--- src/rtl/sync_fifo.sv ---
// -----------------------------------------------------------------------------
// sync_fifo
//   Single-clock FIFO that buffers operand/result words between pipeline
//   stages of the multiply/divide datapath. It supports a normal or show-ahead
//   read mode, any depth from 2 to 2**ADDR_LEN, a fill-level count,
//   programmable almost-full/almost-empty thresholds, and sticky
//   overflow/underflow error flags.
//
// Parameters
//   DATA_LEN        word width in bits
//   ADDR_LEN        pointer width; FIFO_DEPTH <= 2**ADDR_LEN
//   FIFO_DEPTH      number of storage words (>= 2, any value)
//   SHOWAHEAD       0: data_out updates one cycle after an accepted rd_en
//                   1: the head word is presented while not empty; rd_en pops it
//   ALMOST_FULL_TH  almost_full  when usedw >= this value
//   ALMOST_EMPTY_TH almost_empty when usedw <= this value
//
// Ports
//   clk           in   rising-edge clock
//   reset         in   synchronous, active-high
//   data_in       in   write data
//   wrt_en        in   write request
//   wrt_full      out  usedw == FIFO_DEPTH
//   rd_en         in   read request (pop of the head word in show-ahead mode)
//   data_out      out  read data
//   rd_empty      out  usedw == 0
//   usedw         out  number of stored words, 0..FIFO_DEPTH
//   almost_full   out  usedw >= ALMOST_FULL_TH
//   almost_empty  out  usedw <= ALMOST_EMPTY_TH
//   overflow      out  sticky: a write was attempted while full
//   underflow     out  sticky: a read was attempted while empty
// -----------------------------------------------------------------------------
module sync_fifo #(
   parameter int DATA_LEN        = 16,
   parameter int ADDR_LEN        = 4,
   parameter int FIFO_DEPTH      = 1 << ADDR_LEN,
   parameter bit SHOWAHEAD       = 1'b0,
   parameter int ALMOST_FULL_TH  = FIFO_DEPTH - 2,
   parameter int ALMOST_EMPTY_TH = 2
) (
   input  logic                clk,
   input  logic                reset,
   input  logic [DATA_LEN-1:0] data_in,
   input  logic                wrt_en,
   output logic                wrt_full,
   input  logic                rd_en,
   output logic [DATA_LEN-1:0] data_out,
   output logic                rd_empty,
   output logic [ADDR_LEN:0]   usedw,
   output logic                almost_full,
   output logic                almost_empty,
   output logic                overflow,
   output logic                underflow
);

   localparam int CNT_W = ADDR_LEN + 1;

   localparam logic [CNT_W-1:0]    DEPTH_C = CNT_W'(FIFO_DEPTH);
   localparam logic [CNT_W-1:0]    AF_C    = CNT_W'(ALMOST_FULL_TH);
   localparam logic [CNT_W-1:0]    AE_C    = CNT_W'(ALMOST_EMPTY_TH);
   localparam logic [ADDR_LEN-1:0] LAST_C  = ADDR_LEN'(FIFO_DEPTH - 1);

   logic [DATA_LEN-1:0] mem [FIFO_DEPTH];
   logic [ADDR_LEN-1:0] wr_ptr;
   logic [ADDR_LEN-1:0] rd_ptr;
   logic [CNT_W-1:0]    count_next;
   logic                wr_ok;
   logic                rd_ok;

   // Wrap explicitly at FIFO_DEPTH-1 so that depths which are not a power of two work.
   function automatic logic [ADDR_LEN-1:0] next_ptr(input logic [ADDR_LEN-1:0] p);
      return (p == LAST_C) ? '0 : p + ADDR_LEN'(1);
   endfunction

   // Accept decisions use the registered flags. A write while full is dropped
   // even when a read is accepted in the same cycle.
   assign wr_ok      = wrt_en & ~wrt_full;
   assign rd_ok      = rd_en  & ~rd_empty;
   assign count_next = usedw + CNT_W'(wr_ok) - CNT_W'(rd_ok);

   // NOTE: storage has no reset. Its contents are meaningless until written,
   // and leaving it unreset lets it map onto plain RAM/register-file cells.
   always_ff @(posedge clk) begin
      if (wr_ok && !reset)
         mem[wr_ptr] <= data_in;
   end

   // NOTE: all state is updated with non-blocking assignments so that every
   // flag below is computed from the pre-edge values of its neighbours.
   always_ff @(posedge clk) begin
      if (reset) begin
         wr_ptr       <= '0;
         rd_ptr       <= '0;
         usedw        <= '0;
         wrt_full     <= 1'b0;
         rd_empty     <= 1'b1;
         almost_full  <= (AF_C == '0);
         almost_empty <= 1'b1;
         overflow     <= 1'b0;
         underflow    <= 1'b0;
      end else begin
         if (wr_ok) wr_ptr <= next_ptr(wr_ptr);
         if (rd_ok) rd_ptr <= next_ptr(rd_ptr);
         // Status flags are registered from the post-edge count so that they
         // always agree with usedw.
         usedw        <= count_next;
         wrt_full     <= (count_next == DEPTH_C);
         rd_empty     <= (count_next == '0);
         almost_full  <= (count_next >= AF_C);
         almost_empty <= (count_next <= AE_C);
         if (wrt_en && wrt_full) overflow  <= 1'b1;
         if (rd_en && rd_empty)  underflow <= 1'b1;
      end
   end

   generate
      if (SHOWAHEAD) begin : g_showahead
         // The head word is presented directly. It is forced to zero while
         // empty so the output is clean after reset.
         assign data_out = rd_empty ? '0 : mem[rd_ptr];
      end else begin : g_normal
         // Registered read: the word appears one cycle after an accepted rd_en
         // and is held otherwise, including on an ignored read while empty.
         always_ff @(posedge clk) begin
            if (reset)
               data_out <= '0;
            else if (rd_ok)
               data_out <= mem[rd_ptr];
         end
      end
   endgenerate

endmodule
--- config.mk ---
export PLATFORM = sky130hd
export DESIGN_NAME = sync_fifo
export DESIGN_NICKNAME = d
export VERILOG_FILES = /design/src/rtl/sync_fifo.sv
export SDC_FILE = /design/constraint.sdc
export NUM_CORES = 1
export LEC_CHECK = 0
export ABC_AREA = 0
export CAP_MARGIN = 20
export CORE_AREA = 3 3 164 246
export CTS_CLUSTER_DIAMETER = 40
export DETAILED_ROUTE_END_ITERATION = 10
export DIE_AREA = 0 0 167 249
export PLACE_DENSITY = 0.54
export SYNTH_ARGS = -nofsm -noshare
export SYNTH_HDL_FRONTEND = slang
export SYNTH_SLANG_ARGS = --single-unit
--- constraint.sdc ---
create_clock -name clk -period 8.36 [get_ports clk]
set_input_delay 1.672 -clock clk [delete_from_list [all_inputs] [get_ports clk]]
set_output_delay 1.672 -clock clk [all_outputs]
set_load 0.05 [all_outputs]
==> reports/results.ini, run 1 <==
[sta]
slew_violations = 0
tightest_slew_ns = 1.09
final.setup.tns_ns = 0
holdWs_ns = 0.502
skew_ns = 0.0138
relSlewSlack_pct = 27.4
rsz0062_at_grt = no
period_needed_ns = 4.04
setup_viol = 0
max_freq_mhz = 247
final.period_utilization_pct = 48.3
hold_viol_final = 0

[die]
dieArea_um2 = 41600
initial_utilization_pct = 29.8
rows = 88
fp.coreArea_um2 = 38400
die_y_um = 249
die_x_um = 167
ioPinCount = 47

[cts]
cts_tree = yes
path_clk_slew_ns = 0.07
cts_buffers = 26
clock_latency_ns = 0.53
h-tree-depth = 1
post_cts_buffers = 0
clock-sinks = 291
root_buffer = clkbuf_16
clock_path_buffers = 3
cts_hold_buf = 0
post_cts_resized = 0

[drt]
dr_total_vias = 5627
firstDrtPassIters = 4
drt-total-wl_um = 24600
wl_per_cell_um = 20.7
ant_nets = 0
drt-vias-per-instance = 4.74
drt_iter0_drc = 488
route.detailed.drc = 0

[power]
power.density_nw_per_um2 = 265
irDropWorstVdd_mv = 0.128
leakage_uw = 0.00402

[outcome]
status = finished, final reports clean

[synth]
yosysTopAreaCell = edfxtp_1
synthFlopType = edfxtp_1
synth.most_common_cell = edfxtp_1
yosys_warnings = 0
netlist_instances = 625
syn_nets = 656
synth_cell_types = 50
syn-cell-area_um2 = 11400
yosys-top-cells-area = edfxtp_1, dfxtp_1, mux2i_1, mux4_2, mux4_1
synth_edf_count = 256
ys_seq_area_share_pct = 73.3
synthArstFlopShare_pct = 0
synth_top_cell_area_share_pct = 67.2
syn_area_per_cell_um2 = 18.3
ys_ff_latch = 291
synth_commonest_cells = edfxtp_1, mux2i_1, dfxtp_1

[critical_path]
end_kind = flip-flop
r2r_slack_ns = 5.45
cp_data_required_time_ns = 8.79
cp.arrival_ns = 4.47
critical_path_class = input port to flip-flop
worstSetupStartpointType = input port
path_max_fanout = 35

[grt]
antenna_found_initial = 0
grt_overflow = 0
grt_pass1_wl_um = 37700
grt_usage_pct = 11.8
first_global_vias = 6042
grt_max_degree = 63

[cells_and_area]
layout-drive-gt1-share_pct = 13.7
design_area_um2 = 13200
area_growth_pct = 15.5
antennaDiodeCount = 0
nets = 704
finalNonFillerCells = 1188

[placement]
numPlacedInstances = 1140
gp_congestion = 0.712
place_area_um2 = 12300
portBuffers = 46
hpwlAfterDp_um = 15100

[hold_path]
worstHoldPathType = flip-flop to flip-flop

[flow_run]
cap_violations = 0

-- through the flow --
step | worst slack, ns | utilization, % | total power (µW)
after floorplan | 4.44 | - | 2120
after global placement | 3.82 | 32.1 | 2310
after detailed placement | 3.78 | 32.1 | 2310
after CTS | 4.33 | 34.4 | 3540
after global routing | 4.15 | 34.4 | 3640
final | 4.32 | 34.4 | 3500
-- path summary, 6_finish.rpt --
kind                            cells after the start           end    startpoint
worst max register to register                     11      rd_empty      rd_empty
worst min register to register                      2  data_out[12]  data_out[12]
worst max-delay path                               12      rd_empty         rd_en
worst min-delay path                                2  data_out[12]  data_out[12]
-- per-layer routing --
| layer | track usage (%) | part of all wire (%) | vias to the layer above |
|---|---|---|---|
| met1 | 14.2 | 40 | 2892 |
| met2 | 21.9 | 55 | 82 |
| met5 | 0 | 0 | - |
| met4 | 4.39 | 2.8 | 0 |
| li1 | - | - | 2611 |
| met3 | 1.16 | 2.8 | 42 |
-- sequential cells by signal, indices dropped and copies added, names as in the netlist --
| register | cells |
|---|---|
| wrt_full | 1 |
| underflow | 1 |
| usedw | 5 |
| rd_empty | 1 |
| almost_empty | 1 |
| mem | 256 |
| overflow | 1 |
| almost_full | 1 |
| data_out | 16 |
| wr_ptr | 4 |
| rd_ptr | 4 |
-- placed cells by master, fill, tap and decap left out, types with 2 or more instances in the layout --
cell	synthesis	routed
edfxtp_1	256	256
mux2i_1	66	66
clkdlybuf4s50_1	0	45
dfxtp_1	35	32
nor2_1	27	27
clkbuf_16	0	27
a21oi_1	26	26
mux4_2	24	24
and2_1	16	16
o221ai_1	15	15
nand2_1	13	13
ha_1	10	10
inv_1	8	8
o21ai_1	8	8
a211oi_2	8	8
a221oi_1	8	8
o21ai_0	8	8
buf_4	6	8
a221oi_2	7	7
mux4_1	7	7
a211oi_1	7	7
clkbuf_1	5	6
clkbuf_8	0	5
clkinv_1	2	4
nor2b_1	4	4
xor2_1	4	4
nor4b_1	3	3
nand3_1	3	3
bufinv_16	0	3
clkinv_2	0	3
nand3b_1	2	2
a21o_1	2	2
xnor2_1	2	2
a311oi_1	2	2
a41o_1	2	2
dfxtp_2	0	2
-- layout make-up --
type                       count  area (µm²)
fill                        3566       25200
sequential                   291        8390
multi-input combinational    290        2760
clock buffer                  38         767
tap                          495         619
timing repair buffer          54         515
clock inverter                10         133
inverter                      10        37.5
-- power by group --
part           internal [µW]  switching, µW
combinational            218            375
sequential              1640           36.4
clock                    731            497
total                   2590            909
-- worst max-delay path, cell delays in order --
cell	delay, ns
clkdlybuf4s50_1	0.45
nand2b_2	0.16
clkinv_1	0.08
buf_4	0.29
ha_1	0.34
inv_1	0.04
ha_1	0.20
fa_1	0.43
a21o_1	0.17
a21oi_1	0.19
xnor2_1	0.17
a41o_1	0.27
-- logic make-up (layout without fill, tap and decap cells) --
logic type      Yosys count  count (layout)  share of synthesized area [%]
flops                   291             291                           73.3
simple gates             78              78                           3.54
compound gates           98              98                           6.70
fa+ha+maj                11              11                           1.27
xor+xnor                  6               6                          0.459
buf+inv                  44             112                           2.66
mux                      97              97                           12.1
No activity file was read; power rests on OpenSTA's default activity.
==> inputs of run 2 (changes only) <==
--- a/config.mk
+++ b/config.mk
@@ -11,7 +11,7 @@
 export CTS_CLUSTER_DIAMETER = 40
 export DETAILED_ROUTE_END_ITERATION = 10
 export DIE_AREA = 0 0 167 249
-export PLACE_DENSITY = 0.54
+export PLACE_DENSITY = 0.55
 export SYNTH_ARGS = -nofsm -noshare
 export SYNTH_HDL_FRONTEND = slang
 export SYNTH_SLANG_ARGS = --single-unit
==> constraint.sdc (replaced) <==
create_clock -name clk -period 3.6 [get_ports clk]
set_input_delay 0.72 -clock clk [delete_from_list [all_inputs] [get_ports clk]]
set_output_delay 0.72 -clock clk [all_outputs]
set_load 0.05 [all_outputs]
==> run 2 against run 1 <==
Wire length decreased by 0.58%. Final cell count increased by 1.8%. Critical endpoint is now almost_empty. Critical path type unchanged. Clock-buffer cell count decreased by 4. Sequential share of layout area decreased by 0.48 points. Critical path depth decreased by 1. Register-to-register slack got worse by 4.6 ns. Final area increased by 0.77%. Hold slack got worse by 0.023 ns. Via count increased by 1.3%. Worst setup slack got worse by 3.6 ns. Non-clock buffer count increased by 20. Total power increased by 130%.
==> reports/results.ini, run 2 (synthesized netlist as in run 1, its figures left out) <==
[cells_and_area]
multiInputGateArea_um2 = 2760
largestRegisters = mem x256, data_out x16, usedw x5
antennaDiodeCount = 0
top_register = mem
seqCellArea_um2 = 8390
most-common-layout-cells = edfxtp_1, mux2i_1, clkdlybuf4s50_1, dfxtp_1, buf_4
nets = 725
largest_register_ffs = 256
layout_commonest_cell = edfxtp_1
layout-drive-gt1-share_pct = 16.4
postLayoutCoreUtil_pct = 34.7
area_growth_pct = 16.4
n_fill_cell = 3565
finalNonFillerCells = 1209

[cts]
cts_tree = yes
cts_buffers = 27
root_buffer = clkbuf_16
post_cts_buffers = 0
h-tree-depth = 1
clock_latency_ns = 0.53
post_cts_resized = 0
clock_path_buffers = 3
path_clk_slew_ns = 0.06
cts_hold_buf = 0
clock-sinks = 291

[drt]
drt-vias-per-instance = 4.71
route.detailed.drc = 0
drt-total-wl_um = 24400
drt_iter0_drc = 421
top_layer = met4
dr_total_vias = 5700
wl_met1_um = 9480
routed-wl-met2_um = 13600
wl_per_cell_um = 20.2
met3WireLength_um = 748
firstDrtPassIters = 4
ant_nets = 0

[die]
initial_utilization_pct = 29.8
die_x_um = 167
die_y_um = 249
dieArea_um2 = 41600
rows = 88
ioPinCount = 47
fp.coreArea_um2 = 38400

[grt]
grt_overflow = 0
first_global_vias = 6079
grt_pass1_wl_um = 37400
grt_usage_pct = 11.6
antenna_found_initial = 0
grt_max_degree = 36

[critical_path]
critical_path_class = input port to flip-flop
cp_data_required_time_ns = 4.02
cp.arrival_ns = 3.28
path_max_fanout = 5
cp_slowest_cell = clkdlybuf4s50_1
path_common_cell = ha_1
critPathMaxStageDelay_ns = 0.48
end_kind = flip-flop
worstSetupStartpointType = input port
path_cells = clkdlybuf4s50_1 > and2b_1 > clkinv_1 > ha_1 > inv_1 > ha_1 > fa_1 > a21o_1 > a21oi_1 > xnor2_1 > a41o_1

[sta]
relSlewSlack_pct = 31.5
final.setup.tns_ns = 0
holdWs_ns = 0.480
hold_viol_final = 0
fin_ws_ns = 0.748
max_freq_mhz = 351
setup_viol = 0
period_needed_ns = 2.85
skew_ns = 0.00921
tightest_slew_ns = 1.02
rsz0062_at_grt = no
final.period_utilization_pct = 79.2
slew_violations = 0

[power]
irDropWorstVdd_mv = 0.577
power.density_nw_per_um2 = 601
leakage_uw = 0.00409

[placement]
hpwlAfterDp_um = 15800
portBuffers = 46
numPlacedInstances = 1160
gp_congestion = 0.729
post-place-ws_ns = 0.186

[hold_path]
worstHoldPathType = flip-flop to flip-flop

[flow_run]
cap_violations = 0

[outcome]
status = finished, final reports clean

## run 2: changes by cell type in the layout (fill, tap and decap cells not counted)
cell        change
clkbuf_1        -2
clkinvlp_4      +4
clkbuf_8        -2
nor2b_1         -1
clkinv_1        +2
inv_6           +1
clkinv_4        +1
inv_8           -1
bufinv_16       -2
nor2b_2         +1
buf_4          +20
## run 2: path summary, 6_finish.rpt
path,from,end,slack [ns],depth (start not counted)
max,wrt_en,almost_empty,0.75,11
min,underflow,underflow,0.48,2
max reg2reg,rd_ptr[1],data_out[2],0.87,4
min reg2reg,underflow,underflow,0.48,2
## run 2: critical path, delay by kind of cell
family | cells | cell delay, ns
xor+xnor | 1 | 0.17
simple gates | 1 | 0.23
fa+ha+maj | 3 | 0.91
buf+inv | 3 | 0.64
compound gates | 3 | 0.61
## run 2: report_power, final
part	leakage [µW]	switching, µW	internal, µW	total (µW)
Sequential	0.00260	101	3810	3910
Clock	0.000405	1200	1520	2720
Combinational	0.00109	853	528	1380
Total	0.00409	2160	5850	8010
## run 2: through the flow
| step | total power [µW] | instance area, µm² |
|---|---|---|
| final | 8010 | 13300 |
| after global routing | 8360 | 13300 |
| after CTS | 8120 | 13300 |
| after detailed placement | 5390 | 12500 |
| after global placement | 5380 | 12500 |
| after floorplan | 4920 | 11400 |
## run 2: metal layers
| metal | GRT usage [%] | vias up |
|---|---|---|
| met4 | 4.08 | 0 |
| met2 | 22.0 | 98 |
| met5 | 0 | - |
| li1 | - | 2643 |
| met1 | 13.4 | 2926 |
| met3 | 1.27 | 33 |
## run 2: layout make-up
cell class / count / share of cell area (%)
sequential: 291 / 63.0
multi-input combinational: 290 / 20.7
clock buffer: 34 / 5.49
timing repair buffer: 74 / 5.00
tap: 495 / 4.65
clock inverter: 15 / 0.873
inverter: 10 / 0.282
==> inputs of run 3 (changes only) <==
==> constraint.sdc (replaced) <==
create_clock -name clk -period 2.6 [get_ports clk]
set_input_delay 0.52 -clock clk [delete_from_list [all_inputs] [get_ports clk]]
set_output_delay 0.52 -clock clk [all_outputs]
set_load 0.05 [all_outputs]
==> run 3 against run 2 <==
Clock-buffer cell count stayed put. First-iteration DRC count down 18%. Register-to-register slack lost 0.66 ns. Sequential share of layout area shrank 2.2 points. Total power increased by 44%. Clock power up 45%. Flip-flop and latch count unchanged. Via count grew 3.8%. Final area rose by 3.7%. Largest power group unchanged.
==> reports/results.ini, run 3 (synthesized netlist as in run 1, its figures left out) <==
[sta]
slew_violations = 0
max_freq_mhz = 405
relSlewSlack_pct = 56.5
rsz0062_at_grt = no
skew_ns = 0.0133
holdWs_ns = 0.467
fin_ws_ns = 0.133
period_needed_ns = 2.47
setup_viol = 0
hold_viol_final = 0
final.period_utilization_pct = 94.9
tightest_slew_ns = 0.651

[cells_and_area]
top_register = mem
largestRegisters = mem x256, data_out x16, usedw x5
area_growth_pct = 20.6
antennaDiodeCount = 0
finalNonFillerCells = 1238
layout_commonest_cell = edfxtp_1
seqCellArea_um2 = 8400
largest_register_ffs = 256
layout-drive-gt1-share_pct = 20.7
multiInputGateArea_um2 = 2800
postLayoutCoreUtil_pct = 35.9
n_fill_cell = 3528
nets = 754
most-common-layout-cells = edfxtp_1, mux2i_1, clkdlybuf4s50_1, buf_4, dfxtp_1

[critical_path]
cp_data_required_time_ns = 3.03
path_max_fanout = 5
worstSetupStartpointType = input port
critical_path_class = input port to flip-flop
end_kind = flip-flop
cp.arrival_ns = 2.89

[drt]
drt-total-wl_um = 25700
dr_total_vias = 5919
wl_per_cell_um = 20.7
route.detailed.drc = 0
drt-vias-per-instance = 4.78
drt_iter0_drc = 344
firstDrtPassIters = 4
ant_nets = 0

[grt]
first_global_vias = 6245
grt_usage_pct = 12.2
antenna_found_initial = 0
grt_pass1_wl_um = 39000
grt_overflow = 0
grt_max_degree = 35

[cts]
cts_buffers = 27
clock_path_buffers = 3
clock-sinks = 291
h-tree-depth = 1
cts_tree = yes
path_clk_slew_ns = 0.06
root_buffer = clkbuf_16
clock_latency_ns = 0.54
cts_hold_buf = 0

[placement]
hpwlAfterDp_um = 16400
gp_congestion = 0.757
numPlacedInstances = 1189
portBuffers = 46
post-place-ws_ns = -0.539

[die]
ioPinCount = 47
fp.coreArea_um2 = 38400
die_y_um = 249
dieArea_um2 = 41600
rows = 88
die_x_um = 167
initial_utilization_pct = 29.8

[outcome]
status = finished, final reports clean

[hold_path]
worstHoldPathType = flip-flop to flip-flop

[power]
power.total_uw = 11600
power.density_nw_per_um2 = 837
leakage_uw = 0.00433
irDropWorstVdd_mv = 0.618

[flow_run]
cap_violations = 0

## run 3: cell count changes in the layout (fill, tap and decap cells not counted), sizes merged
cell and change:
clkinv -2, inv +2, clkinvlp -2, buf +29
bufinv +2
## run 3: final cells by class
class	count	share of cell area, %
flip-flops and latches	291	60.8
multi-input cells	290	20.3
repair buffers	103	7.76
clock buffers	34	5.15
well taps	495	4.48
clock inverters	15	1.24
inverters	10	0.281
## run 3: worst paths after layout
path	cells after the start	endpoint	from	slack, ns
setup / recovery	11	rd_empty	wrt_en	0.13
setup reg to reg	10	rd_empty	wrt_full	0.21
hold reg to reg	2	overflow	overflow	0.47
hold / removal	2	overflow	overflow	0.47
## run 3: routing by layer
metal	up-vias	track usage, %	routed length [µm]
met2	112	23.1	14300
met1	3059	14.1	9910
met3	42	1.49	860
met4	0	4.08	634
li1	2706	-	-
met5	-	0	0
## run 3: critical path: stages
cell             delay (ns)
clkdlybuf4s50_1        0.48
and2b_1                0.18
clkinv_1               0.10
ha_1                   0.28
inv_1                  0.04
ha_1                   0.20
fa_2                   0.37
a21o_1                 0.17
a21oi_2                0.17
xnor2_2                0.13
a41o_1                 0.26
## run 3: where the power goes
part	switching [µW]	internal [µW]	leakage [µW]
Combinational	1250	933	0.00130
Clock	1700	2260	0.000430
Sequential	151	5270	0.00260
Total	3090	8470	0.00433
## run 3: what timing repair did
| item | CTS | global route |
|---|---|---|
| gates resized for setup | 0 | 5 |
| buffers inserted | 0 | 0 |
| setup endpoints to repair | 0 | 4 |
## run 3: stage by stage
stage | instance area, µm² | TNS (ns)
final | 13800 | 0
after global routing | 13800 | 0
after CTS | 13800 | 0
after detailed placement | 12900 | -2.88
after global placement | 12900 | -3.08
after floorplan | 11500 | 0
